File: config.mk
export PLATFORM = sky130hd
export DESIGN_NAME = cache_set_flat
export DESIGN_NICKNAME = d
export VERILOG_FILES = /design/src/rtl/cache_set_if.sv /design/src/rtl/cache_set.sv /design/src/flat_wrapper.sv
export SDC_FILE = /design/constraint.sdc
export NUM_CORES = 2
export LEC_CHECK = 0
export ABC_AREA = 1
export CAP_MARGIN = 10
export CORE_MARGIN = 1.5
export CORE_UTILIZATION = 62
export DETAILED_ROUTE_END_ITERATION = 6
export HOLD_SLACK_MARGIN = 0.15
export PLACE_DENSITY = 0.79
export SKIP_CTS_REPAIR_TIMING = 1
export SLEW_MARGIN = 40
export SYNTH_ARGS = -nofsm -noshare
export SYNTH_HDL_FRONTEND = slang
export SYNTH_SLANG_ARGS = --single-unit
export TNS_END_PERCENT = 30
File: constraint.sdc
create_clock -name clk -period 7.25 [get_ports clk]
set_input_delay 1.45 -clock clk [delete_from_list [all_inputs] [get_ports clk]]
set_output_delay 1.45 -clock clk [all_outputs]
set_load 0.02 [all_outputs]
File: src/rtl/cache_set_if.sv
// rtl/cache_set_if.sv - request/response and flush bus of one cache set
// Purpose : groups every cache_set signal except clk/rst.
// Ports   : lookup_en/write_en/way_in/tag_in/offset_in/valid_in/dirty_in/byte_en/data_in
//           and flush_start/flush_ready are driven by the master.
//           hit/hit_way/data_out/victim_* and flush_busy/flush_valid/flush_way/flush_tag
//           are driven by the cache set (slave).
interface cache_set_if #(
    parameter int WAYS         = 4,
    parameter int TAG_WIDTH    = 20,
    parameter int OFFSET_WIDTH = 4
);
    localparam int WB = $clog2(WAYS);

    logic                    lookup_en;
    logic                    write_en;
    logic [WB-1:0]           way_in;
    logic [TAG_WIDTH-1:0]    tag_in;
    logic [OFFSET_WIDTH-1:0] offset_in;
    logic                    valid_in;
    logic                    dirty_in;
    logic [3:0]              byte_en;
    logic [31:0]             data_in;
    logic                    hit;
    logic [WB-1:0]           hit_way;
    logic [31:0]             data_out;
    logic [WB-1:0]           victim_way;
    logic                    victim_dirty;
    logic [TAG_WIDTH-1:0]    victim_tag;
    logic                    flush_start;
    logic                    flush_ready;
    logic                    flush_busy;
    logic                    flush_valid;
    logic [WB-1:0]           flush_way;
    logic [TAG_WIDTH-1:0]    flush_tag;

    modport master (
        output lookup_en, write_en, way_in, tag_in, offset_in, valid_in, dirty_in,
               byte_en, data_in, flush_start, flush_ready,
        input  hit, hit_way, data_out, victim_way, victim_dirty, victim_tag,
               flush_busy, flush_valid, flush_way, flush_tag
    );

    modport slave (
        input  lookup_en, write_en, way_in, tag_in, offset_in, valid_in, dirty_in,
               byte_en, data_in, flush_start, flush_ready,
        output hit, hit_way, data_out, victim_way, victim_dirty, victim_tag,
               flush_busy, flush_valid, flush_way, flush_tag
    );
endinterface

File: src/rtl/cache_set.sv
// rtl/cache_set.sv - one N-way cache set with lookup, byte write, victim select and flush walk
// Purpose : tag/valid/dirty/data storage for WAYS ways, registered lookup results,
//           replacement candidate and a dirty-line flush walker.
// Ports   : clk, rst (async active-high), bus (cache_set_if.slave, see interface file).
// Option  : CACHE_SET_LRU_EN selects true LRU ages; otherwise a round-robin pointer
//           that advances on lookup misses.
module cache_set #(
    parameter int WAYS         = 4,
    parameter int TAG_WIDTH    = 20,
    parameter int OFFSET_WIDTH = 4
) (
    input  logic        clk,
    input  logic        rst,
    cache_set_if.slave  bus
);
    localparam int WB    = $clog2(WAYS);
    localparam int WORDS = 1 << OFFSET_WIDTH;
    localparam logic [WB-1:0] LAST_WAY = WB'(WAYS - 1);

    typedef enum logic [1:0] {S_IDLE, S_SCAN, S_OFFER} state_t;

    state_t               state_q, state_d;
    logic [WB-1:0]        scan_q, scan_d;
    logic [WAYS-1:0]      valid_q, valid_d;
    logic [WAYS-1:0]      dirty_q, dirty_d;
    logic [TAG_WIDTH-1:0] tag_q [WAYS];
    logic [TAG_WIDTH-1:0] tag_d [WAYS];
    logic [31:0]          data_q [WAYS][WORDS];

    logic                 hit_q, hit_d;
    logic [WB-1:0]        hit_way_q, hit_way_d;
    logic [31:0]          data_out_q, data_out_d;
    logic [WB-1:0]        victim_way_q, victim_way_d;
    logic                 victim_dirty_q, victim_dirty_d;
    logic [TAG_WIDTH-1:0] victim_tag_q, victim_tag_d;

    logic                 match_any, free_any, wr_go;
    logic [WB-1:0]        match_way, free_way, repl_way;

    // Writes are locked out for the whole flush so the walker never races a refill.
    assign wr_go = bus.write_en && (state_q == S_IDLE);

    // Downward scan leaves the lowest matching / lowest invalid index.
    always_comb begin
        match_any = 1'b0;
        match_way = '0;
        free_any  = 1'b0;
        free_way  = '0;
        for (int i = WAYS - 1; i >= 0; i--) begin
            if (valid_q[i] && (tag_q[i] == bus.tag_in)) begin
                match_any = 1'b1;
                match_way = WB'(i);
            end
            if (!valid_q[i]) begin
                free_any = 1'b1;
                free_way = WB'(i);
            end
        end
    end

`ifdef CACHE_SET_LRU_EN
    logic [WB-1:0] age_q [WAYS];
    logic [WB-1:0] age_d [WAYS];
    logic [WB-1:0] pivot_a, pivot_b;

    // A lookup hit is applied before a same-cycle write; the reported victim
    // reflects the ages after both updates.
    always_comb begin
        age_d   = age_q;
        pivot_a = '0;
        pivot_b = '0;
        if (bus.lookup_en && match_any) begin
            pivot_a = age_d[match_way];
            for (int j = 0; j < WAYS; j++)
                if (age_d[j] < pivot_a) age_d[j] = age_d[j] + 1'b1;
            age_d[match_way] = '0;
        end
        if (wr_go) begin
            pivot_b = age_d[bus.way_in];
            for (int j = 0; j < WAYS; j++)
                if (age_d[j] < pivot_b) age_d[j] = age_d[j] + 1'b1;
            age_d[bus.way_in] = '0;
        end
        repl_way = '0;
        for (int j = 0; j < WAYS; j++)
            if (age_d[j] == LAST_WAY) repl_way = WB'(j);
    end

    always_ff @(posedge clk or posedge rst) begin
        if (rst) begin
            for (int i = 0; i < WAYS; i++) age_q[i] <= WB'(i);
        end else begin
            age_q <= age_d;
        end
    end
`else
    logic [WB-1:0] ptr_q, ptr_d;

    // WAYS is a power of two, so the natural wrap is the modulo.
    always_comb begin
        ptr_d = ptr_q;
        if (bus.lookup_en && !match_any) ptr_d = ptr_q + 1'b1;
        repl_way = ptr_d;
    end

    always_ff @(posedge clk or posedge rst) begin
        if (rst) ptr_q <= '0;
        else     ptr_q <= ptr_d;
    end
`endif

    always_comb begin
        valid_d        = valid_q;
        dirty_d        = dirty_q;
        tag_d          = tag_q;
        state_d        = state_q;
        scan_d         = scan_q;
        hit_d          = hit_q;
        hit_way_d      = hit_way_q;
        data_out_d     = data_out_q;
        victim_way_d   = victim_way_q;
        victim_dirty_d = victim_dirty_q;
        victim_tag_d   = victim_tag_q;

        // Lookup always sees the state from before this cycle's write.
        if (bus.lookup_en) begin
            hit_d          = match_any;
            hit_way_d      = match_any ? match_way : '0;
            data_out_d     = match_any ? data_q[match_way][bus.offset_in] : 32'h0;
            victim_way_d   = free_any ? free_way : repl_way;
            victim_dirty_d = dirty_q[victim_way_d];
            victim_tag_d   = tag_q[victim_way_d];
        end

        if (wr_go) begin
            valid_d[bus.way_in] = bus.valid_in;
            dirty_d[bus.way_in] = bus.dirty_in;
            tag_d[bus.way_in]   = bus.tag_in;
        end

        case (state_q)
            S_IDLE: begin
                if (bus.flush_start) begin
                    state_d = S_SCAN;
                    scan_d  = '0;
                end
            end
            S_SCAN: begin
                if (valid_q[scan_q] && dirty_q[scan_q]) begin
                    state_d = S_OFFER;
                end else begin
                    valid_d[scan_q] = 1'b0;
                    if (scan_q == LAST_WAY) state_d = S_IDLE;
                    else                    scan_d  = scan_q + 1'b1;
                end
            end
            S_OFFER: begin
                if (bus.flush_ready) begin
                    valid_d[scan_q] = 1'b0;
                    dirty_d[scan_q] = 1'b0;
                    if (scan_q == LAST_WAY) begin
                        state_d = S_IDLE;
                    end else begin
                        state_d = S_SCAN;
                        scan_d  = scan_q + 1'b1;
                    end
                end
            end
            default: state_d = S_IDLE;
        endcase
    end

    always_ff @(posedge clk or posedge rst) begin
        if (rst) begin
            state_q        <= S_IDLE;
            scan_q         <= '0;
            valid_q        <= '0;
            dirty_q        <= '0;
            for (int i = 0; i < WAYS; i++) tag_q[i] <= '0;
            hit_q          <= 1'b0;
            hit_way_q      <= '0;
            data_out_q     <= '0;
            victim_way_q   <= '0;
            victim_dirty_q <= 1'b0;
            victim_tag_q   <= '0;
        end else begin
            state_q        <= state_d;
            scan_q         <= scan_d;
            valid_q        <= valid_d;
            dirty_q        <= dirty_d;
            tag_q          <= tag_d;
            hit_q          <= hit_d;
            hit_way_q      <= hit_way_d;
            data_out_q     <= data_out_d;
            victim_way_q   <= victim_way_d;
            victim_dirty_q <= victim_dirty_d;
            victim_tag_q   <= victim_tag_d;
        end
    end

    // Data words carry no reset; valid bits decide whether they are meaningful.
    always_ff @(posedge clk) begin
        if (wr_go) begin
            for (int b = 0; b < 4; b++)
                if (bus.byte_en[b])
                    data_q[bus.way_in][bus.offset_in][8*b +: 8] <= bus.data_in[8*b +: 8];
        end
    end

    assign bus.hit          = hit_q;
    assign bus.hit_way      = hit_way_q;
    assign bus.data_out     = data_out_q;
    assign bus.victim_way   = victim_way_q;
    assign bus.victim_dirty = victim_dirty_q;
    assign bus.victim_tag   = victim_tag_q;
    // Flush outputs decode straight from state so an async reset drops them at once.
    assign bus.flush_busy   = (state_q != S_IDLE);
    assign bus.flush_valid  = (state_q == S_OFFER);
    assign bus.flush_way    = (state_q == S_OFFER) ? scan_q : '0;
    assign bus.flush_tag    = (state_q == S_OFFER) ? tag_q[scan_q] : '0;
endmodule

File: src/flat_wrapper.sv
// flat-port wrapper written by rule: the top's interface ports become plain ports
module cache_set_flat 
#(
    parameter int WAYS         = 4,
    parameter int TAG_WIDTH    = 20,
    parameter int OFFSET_WIDTH = 4
)
  (clk, rst, bus_lookup_en, bus_write_en, bus_way_in, bus_tag_in, bus_offset_in, bus_valid_in, bus_dirty_in, bus_byte_en, bus_data_in, bus_flush_start, bus_flush_ready, bus_hit, bus_hit_way, bus_data_out, bus_victim_way, bus_victim_dirty, bus_victim_tag, bus_flush_busy, bus_flush_valid, bus_flush_way, bus_flush_tag);
  cache_set_if #(.WAYS(WAYS), .TAG_WIDTH(TAG_WIDTH), .OFFSET_WIDTH(OFFSET_WIDTH)) bus_i ();
  input  logic clk;
  input  logic rst;
  input wire logic [$bits(bus_i.lookup_en)-1:0] bus_lookup_en;
  input wire logic [$bits(bus_i.write_en)-1:0] bus_write_en;
  input wire logic [$bits(bus_i.way_in)-1:0] bus_way_in;
  input wire logic [$bits(bus_i.tag_in)-1:0] bus_tag_in;
  input wire logic [$bits(bus_i.offset_in)-1:0] bus_offset_in;
  input wire logic [$bits(bus_i.valid_in)-1:0] bus_valid_in;
  input wire logic [$bits(bus_i.dirty_in)-1:0] bus_dirty_in;
  input wire logic [$bits(bus_i.byte_en)-1:0] bus_byte_en;
  input wire logic [$bits(bus_i.data_in)-1:0] bus_data_in;
  input wire logic [$bits(bus_i.flush_start)-1:0] bus_flush_start;
  input wire logic [$bits(bus_i.flush_ready)-1:0] bus_flush_ready;
  output wire logic [$bits(bus_i.hit)-1:0] bus_hit;
  output wire logic [$bits(bus_i.hit_way)-1:0] bus_hit_way;
  output wire logic [$bits(bus_i.data_out)-1:0] bus_data_out;
  output wire logic [$bits(bus_i.victim_way)-1:0] bus_victim_way;
  output wire logic [$bits(bus_i.victim_dirty)-1:0] bus_victim_dirty;
  output wire logic [$bits(bus_i.victim_tag)-1:0] bus_victim_tag;
  output wire logic [$bits(bus_i.flush_busy)-1:0] bus_flush_busy;
  output wire logic [$bits(bus_i.flush_valid)-1:0] bus_flush_valid;
  output wire logic [$bits(bus_i.flush_way)-1:0] bus_flush_way;
  output wire logic [$bits(bus_i.flush_tag)-1:0] bus_flush_tag;
  assign bus_i.lookup_en = bus_lookup_en;
  assign bus_i.write_en = bus_write_en;
  assign bus_i.way_in = bus_way_in;
  assign bus_i.tag_in = bus_tag_in;
  assign bus_i.offset_in = bus_offset_in;
  assign bus_i.valid_in = bus_valid_in;
  assign bus_i.dirty_in = bus_dirty_in;
  assign bus_i.byte_en = bus_byte_en;
  assign bus_i.data_in = bus_data_in;
  assign bus_i.flush_start = bus_flush_start;
  assign bus_i.flush_ready = bus_flush_ready;
  assign bus_hit = bus_i.hit;
  assign bus_hit_way = bus_i.hit_way;
  assign bus_data_out = bus_i.data_out;
  assign bus_victim_way = bus_i.victim_way;
  assign bus_victim_dirty = bus_i.victim_dirty;
  assign bus_victim_tag = bus_i.victim_tag;
  assign bus_flush_busy = bus_i.flush_busy;
  assign bus_flush_valid = bus_i.flush_valid;
  assign bus_flush_way = bus_i.flush_way;
  assign bus_flush_tag = bus_i.flush_tag;
  cache_set #(.WAYS(WAYS), .TAG_WIDTH(TAG_WIDTH), .OFFSET_WIDTH(OFFSET_WIDTH)) u_core (.clk(clk), .rst(rst), .bus(bus_i));
endmodule
# Word level (Yosys, flattened, before mapping)
# Memory sizes are Yosys's and may differ from the RTL's.
# Cells that the tools add are included.
op_classes:
  add_sub_neg: 2
  order_cmp: 11
  eq_ne: 11
  n_mux: 1620
  n_bitwise: 1543
  reduce_logical: 17
op_table:
  columns: ["cell", "count"]
  rows:
  - ["$mux 512", 4]
  - ["$mux 1", 1558]
  - ["$or 1x1->1", 1536]
  - ["$demux 32 s4", 4]
  - ["$bmux 32 s4", 1]
  - ["$mux 32", 4]
  - ["$mux 20", 6]
  - ["$bmux 20 s2", 2]
  - ["$bwmux 80", 1]
  - ["$eq 20x20->1", 4]
  - ["$demux 20 s2", 1]
  - ["$mux 2", 20]
  - ["$mux 24", 1]
  - ["$mux 4", 6]
  - ["$mux 16", 1]
  - ["$pmux 2 s3", 2]
  - ["$logic_and 1x1->1", 11]
  - ["$ge 3x3->1 const B", 3]
  - ["$lt 2x3->1 const B", 3]
  - ["$not 2->3", 3]
  - ["$and 4x4->4", 2]
  - ["$bwmux 4", 2]
  - ["$mux 8", 1]
  - ["$pmux 4 s2", 1]
  - ["19 further kinds", 27]
totals:
  register_bits: 152
  mem_bits_rw: 2048
  inputBits: 70
  elab_cells: 3220
  n_memories: 1
memory_table:
  columns: ["name", "depth", "word_bits", "rd", "rd_ports_with_merged_regs", "wr", "line_no", "text"]
  rows:
  - ["u_core.data_q", 4, 512, 1, 0, 1, "cache_set.sv:28", "logic [31:0] data_q [WAYS][WORDS];"]

# Logic depth before layout (Yosys ltp)
depth:
  word_depth: 14
  depth_mapped: 25

# Worst setup path before layout
# OpenSTA, ideal clock, no wires.
synth_timing:
  kind: "input to register"
  startpoint: "input port bus_tag_in[0]"
  endpoint: "register u_core.data_out_q[24], in the netlist u_core.bus.data_out[24]"
  arrival_ns: 3.437
  t_required_ns: 7.132
  slack_ns: 3.695
  path_stages: 23
  n_path_buf: 4
  cell_sequence: "buf_2 -> inv_1 -> nand2_1 -> nand2_1 -> nor2_1 -> nand2_1 -> nor2_1 -> nand2_1 -> nor2_1 -> nand2_1 -> nand2_2 -> nand2_2 -> buf_4 -> buf_4 -> buf_2 -> nand2_1 -> nand3_1 -> nand2_1 -> nand2_1 -> a21oi_1 -> nor2_1 -> nand3_1 -> nand2_1"
synth_via:
  elab_chain_cells: 11
  elab_cells_between_ends: 21
  classes_between: "4 x eq/ne; 12 x mux; 4 x reduce/logical; 1 x memory"
synth_rtl:
  columns: ["element", "line_no", "text"]
  rows:
  - ["start: declaration", "flat_wrapper.sv:15", "input wire logic [$bits(bus_i.tag_in)-1:0] bus_tag_in;"]
  - ["$eq 20x20->1", "cache_set.sv:50", "if (valid_q[i] && (tag_q[i] == bus.tag_in)) begin"]
  - ["$logic_and 1x1->1", "cache_set.sv:50", null]
  - ["$mux 2 (4 in a row)", "cache_set.sv:50", null]
  - ["$mem_v2 4x512", null, null]
  - ["$bmux 32 s4", "cache_set.sv:129", "data_out_d = match_any ? data_q[match_way][bus.offset_in] : 32'h0;"]
  - ["$mux 32 (not written as such) (2 in a row)", "cache_set.sv:129", null]
  - ["$mux 32 *", "cache_set.sv:129", null]
  - ["end signal: assignment", "cache_set.sv:194", "data_out_q <= data_out_d;"]
  - ["end: declaration", "cache_set.sv:32", "logic [31:0] data_out_q, data_out_d;"]
# Every way passes the cells marked *; elsewhere a longest branch is shown, timed or not. The select of a mux whose other input is x is not followed.
# A chain may end at the register's enable or synchronous reset.

# Final worst setup path
layout_timing:
  startpoint: "input port bus_tag_in[4]"
  endpoint: "register u_core.data_out_q[2], in the netlist u_core.bus.data_out[2]"
# The elaborated chain is that of the path after synthesis.

==> results.py <==
metrics = {
    "yosys": {
        "synthFlopType": "edfxtp_1",
        "synth_top_area_share": 0.6594,
        "ys_seq_elements": 2200,
        "async_flop_share": 0.06909,
        "ys_seq_area_frac": 0.7002,
        "synth_area_leaders": "edfxtp_1, nand2_1, nand3_1, dfrtp_1, nor2_1",
        "syn_nets": 8949,
        "synth_edf_count": 2048,
        "syn-instance-count": 8871,
        "ys_warn_count": 0,
        "synthDistinctLibCells": 41,
        "syn_avg_cell_area_sq_um": 10.51,
        "syn_area_sq_um": 93260,
        "synth_area_leader_cell": "edfxtp_1",
    },
    "finish": {
        "final_cells": 11080,
        "drive_gt1_frac": 0.06363,
        "final_nets": 8945,
        "fillers": 10360,
        "area_growth_pct": 11.19,
        "final_util": 0.6932,
        "regArea_sq_um": 65300,
        "multi_input_area_sq_um": 25030,
        "final_cell_mix": "nand2_1, edfxtp_1, nand3_1, nor2_1, clkbuf_16",
        "layout.cells.most_common": "nand2_1",
        "fin_area_sq_um": 103700,
    },
    "floorplanning": {
        "start_util": 0.6234,
        "rows": 142,
        "die_area_sq_um": 152800,
        "die_w_microns": 390.8,
        "die_h_microns": 390.8,
        "io_pins": 152,
        "coreArea_sq_um": 149600,
    },
    "sta": {
        "setup_violations": 0,
        "holdWs_ns": 0.4782,
        "tns_ns": 0,
        "drv_slew": 0,
        "hold_viol": 0,
        "clock_skew_ns": 0.04082,
        "min_period_over_period": 0.7554,
        "max-slew-margin-rel": 0.3489,
        "rsz0062_at_grt": "no",
        "fin_crit_ns": 5.477,
        "tightest_slew_ns": 0.9756,
        "worst_slack_ns": 1.773,
        "fmax_mhz": 182.6,
    },
    "detailed_routing": {
        "drt_first_pass_iters": 6,
        "postRouteAntennaNets": 0,
        "route.detailed.wl_per_inst_microns": 24.48,
        "drtIter0Drc": 10010,
        "drc": 0,
        "drt_wl_total_microns": 271200,
        "num_vias": 68130,
        "via_per_inst": 6.150,
    },
    "critical_path": {
        "r2r-start": "u_core.tag_q[64]",
        "r2r-end": "u_core.bus.data_out[2]",
        "critPathKind": "input port to flip-flop",
        "worstPathMaxFanout": 153,
        "end_kind": "flip-flop",
        "arrival_ns": 6.25,
        "ff2ff_path_depth": 19,
        "rrSetupSlack_ns": 2.71,
        "worstSetupStartpointType": "input port",
        "worst_ep_required_time_ns": 8.03,
    },
    "min_path": {
        "min_to": "u_core.bus.victim_tag[6]",
        "hold_depth": 2,
        "min_from": "u_core.bus.victim_tag[6]",
        "min_path_type": "flip-flop to flip-flop",
    },
    "place": {
        "dp_slack_ns": 1.198,
        "place_area_sq_um": 96480,
        "gp_congestion": 0.9887,
        "port_buffers": 151,
        "dp_cells": 10670,
        "place_hpwl_microns": 156100,
    },
    "global_routing": {
        "antenna_found_initial": 27,
        "grt_max_degree": 154,
        "grt_pass1_wl_microns": 403100,
        "overflow": 0,
        "grt_pass1_vias": 65070,
        "track_usage": 0.3540,
    },
    "flow_run": {
        "cap_viol_max_count": 0,
    },
    "power_and_ir_drop": {
        "finalPower_mw": 28.41,
        "p_leak_nw": 39.32,
        "powerDensity_nw_per_um2": 273.9,
        "peakVddDrop_mv": 0.2533,
    },
    "cts": {
        "clock-sinks": 2200,
        "cts_buffer_depth": 3,
        "htree_levels": 4,
        "numCtsBuffers": 212,
        "clkTransAtPathRegs_ns": 0.06,
        "clk_latency_ns": 0.85,
        "cts-root-buf": "clkbuf_16",
        "cts_tree": "built",
    },
    "run_status": {
        "status": "complete, no violations",
    },
}
-- cell usage after synthesis, drive strengths merged (2+ instances only) --
library cell / instances
inv: 217
nand4: 49
xnor2: 9
buf: 326
clkinv: 4
o31a: 2
nor3: 9
nor2: 550
o21a: 3
a21oi: 102
nand2: 3627
ha: 8
o21bai: 9
dfrtp: 152
a31oi: 5
a21boi: 6
nand3b: 20
clkbuf: 196
xor2: 8
nand3: 1358
edfxtp: 2048
o21ai: 155
-- final cells by class --
cell class,instances,area share
timing repair buffer,304,0.02790
clock inverter,102,0.01103
sequential,2200,0.6297
multi-input combinational,5928,0.2414
antenna,9,0.0002172
tap,2016,0.02432
inverter,221,0.008289
clock buffer,298,0.05713
-- cell families after synthesis --
kind of cell / after synthesis / synth area share
buffers and inverters: 743 / 0.03401
flip-flops: 2200 / 0.7002
AO/OA/AOI/OAI: 286 / 0.01617
AND/OR/NAND/NOR: 5617 / 0.2470
adder cells (fa/ha/maj): 8 / 0.001073
XOR/XNOR: 17 / 0.001597
-- layer usage --
metal | wire (microns) | track usage | share of wire
met2 | 126000 | 0.5520 | 0.46
met4 | 13970 | 0.1742 | 0.052
met5 | 138 | 0 | 0.00051
met1 | 96620 | 0.4734 | 0.36
met3 | 34430 | 0.08061 | 0.13
-- worst max-delay path, stage by stage --
cell             delay (ns)
clkdlybuf4s50_1        0.67
xor2_1                 0.47
nor2_1                 0.09
nand3_1                0.09
nor2_1                 0.08
nand3_4                0.32
buf_4                  0.48
a21boi_4               0.27
buf_4                  0.30
buf_12                 0.50
nand2_1                0.16
nand3_1                0.13
nand2_1                0.07
nand2_1                0.06
nand2_1                0.07
nor2_1                 0.23
nor2_1                 0.08
nor2_1                 0.31
nand2_1                0.12
nand2_1                0.07
-- power by group --
part / total, mW / switching [mW] / internal [mW]
clock: 11.2 / 4.81 / 6.42
combinational: 2.69 / 1.95 / 0.739
sequential: 14.5 / 0.269 / 14.2
-- state kept, by name (all words and copies together) (netlist names), 4 cells and up --
signal                 count
u_core.tag_q              80
u_core.data_q           2048
u_core.bus.victim_tag     20
u_core.dirty_q             4
u_core.bus.data_out       32
u_core.valid_q             4
-- worst max-delay path by stage --
stage / cells past startpoint / endpoint / start / slack (ns)
floorplan: 1 / u_core.bus.data_out[0] / rst / 1.71
global route: 20 / u_core.bus.data_out[12] / bus_tag_in[1] / 1.74
global placement: 20 / u_core.bus.data_out[12] / bus_tag_in[1] / 1.17
finish: 20 / u_core.bus.data_out[2] / bus_tag_in[4] / 1.77
CTS: 20 / u_core.bus.data_out[12] / bus_tag_in[1] / 2.00
detailed placement: 20 / u_core.bus.data_out[12] / bus_tag_in[1] / 1.20
Note: power is estimated with default switching activity, not from simulation.
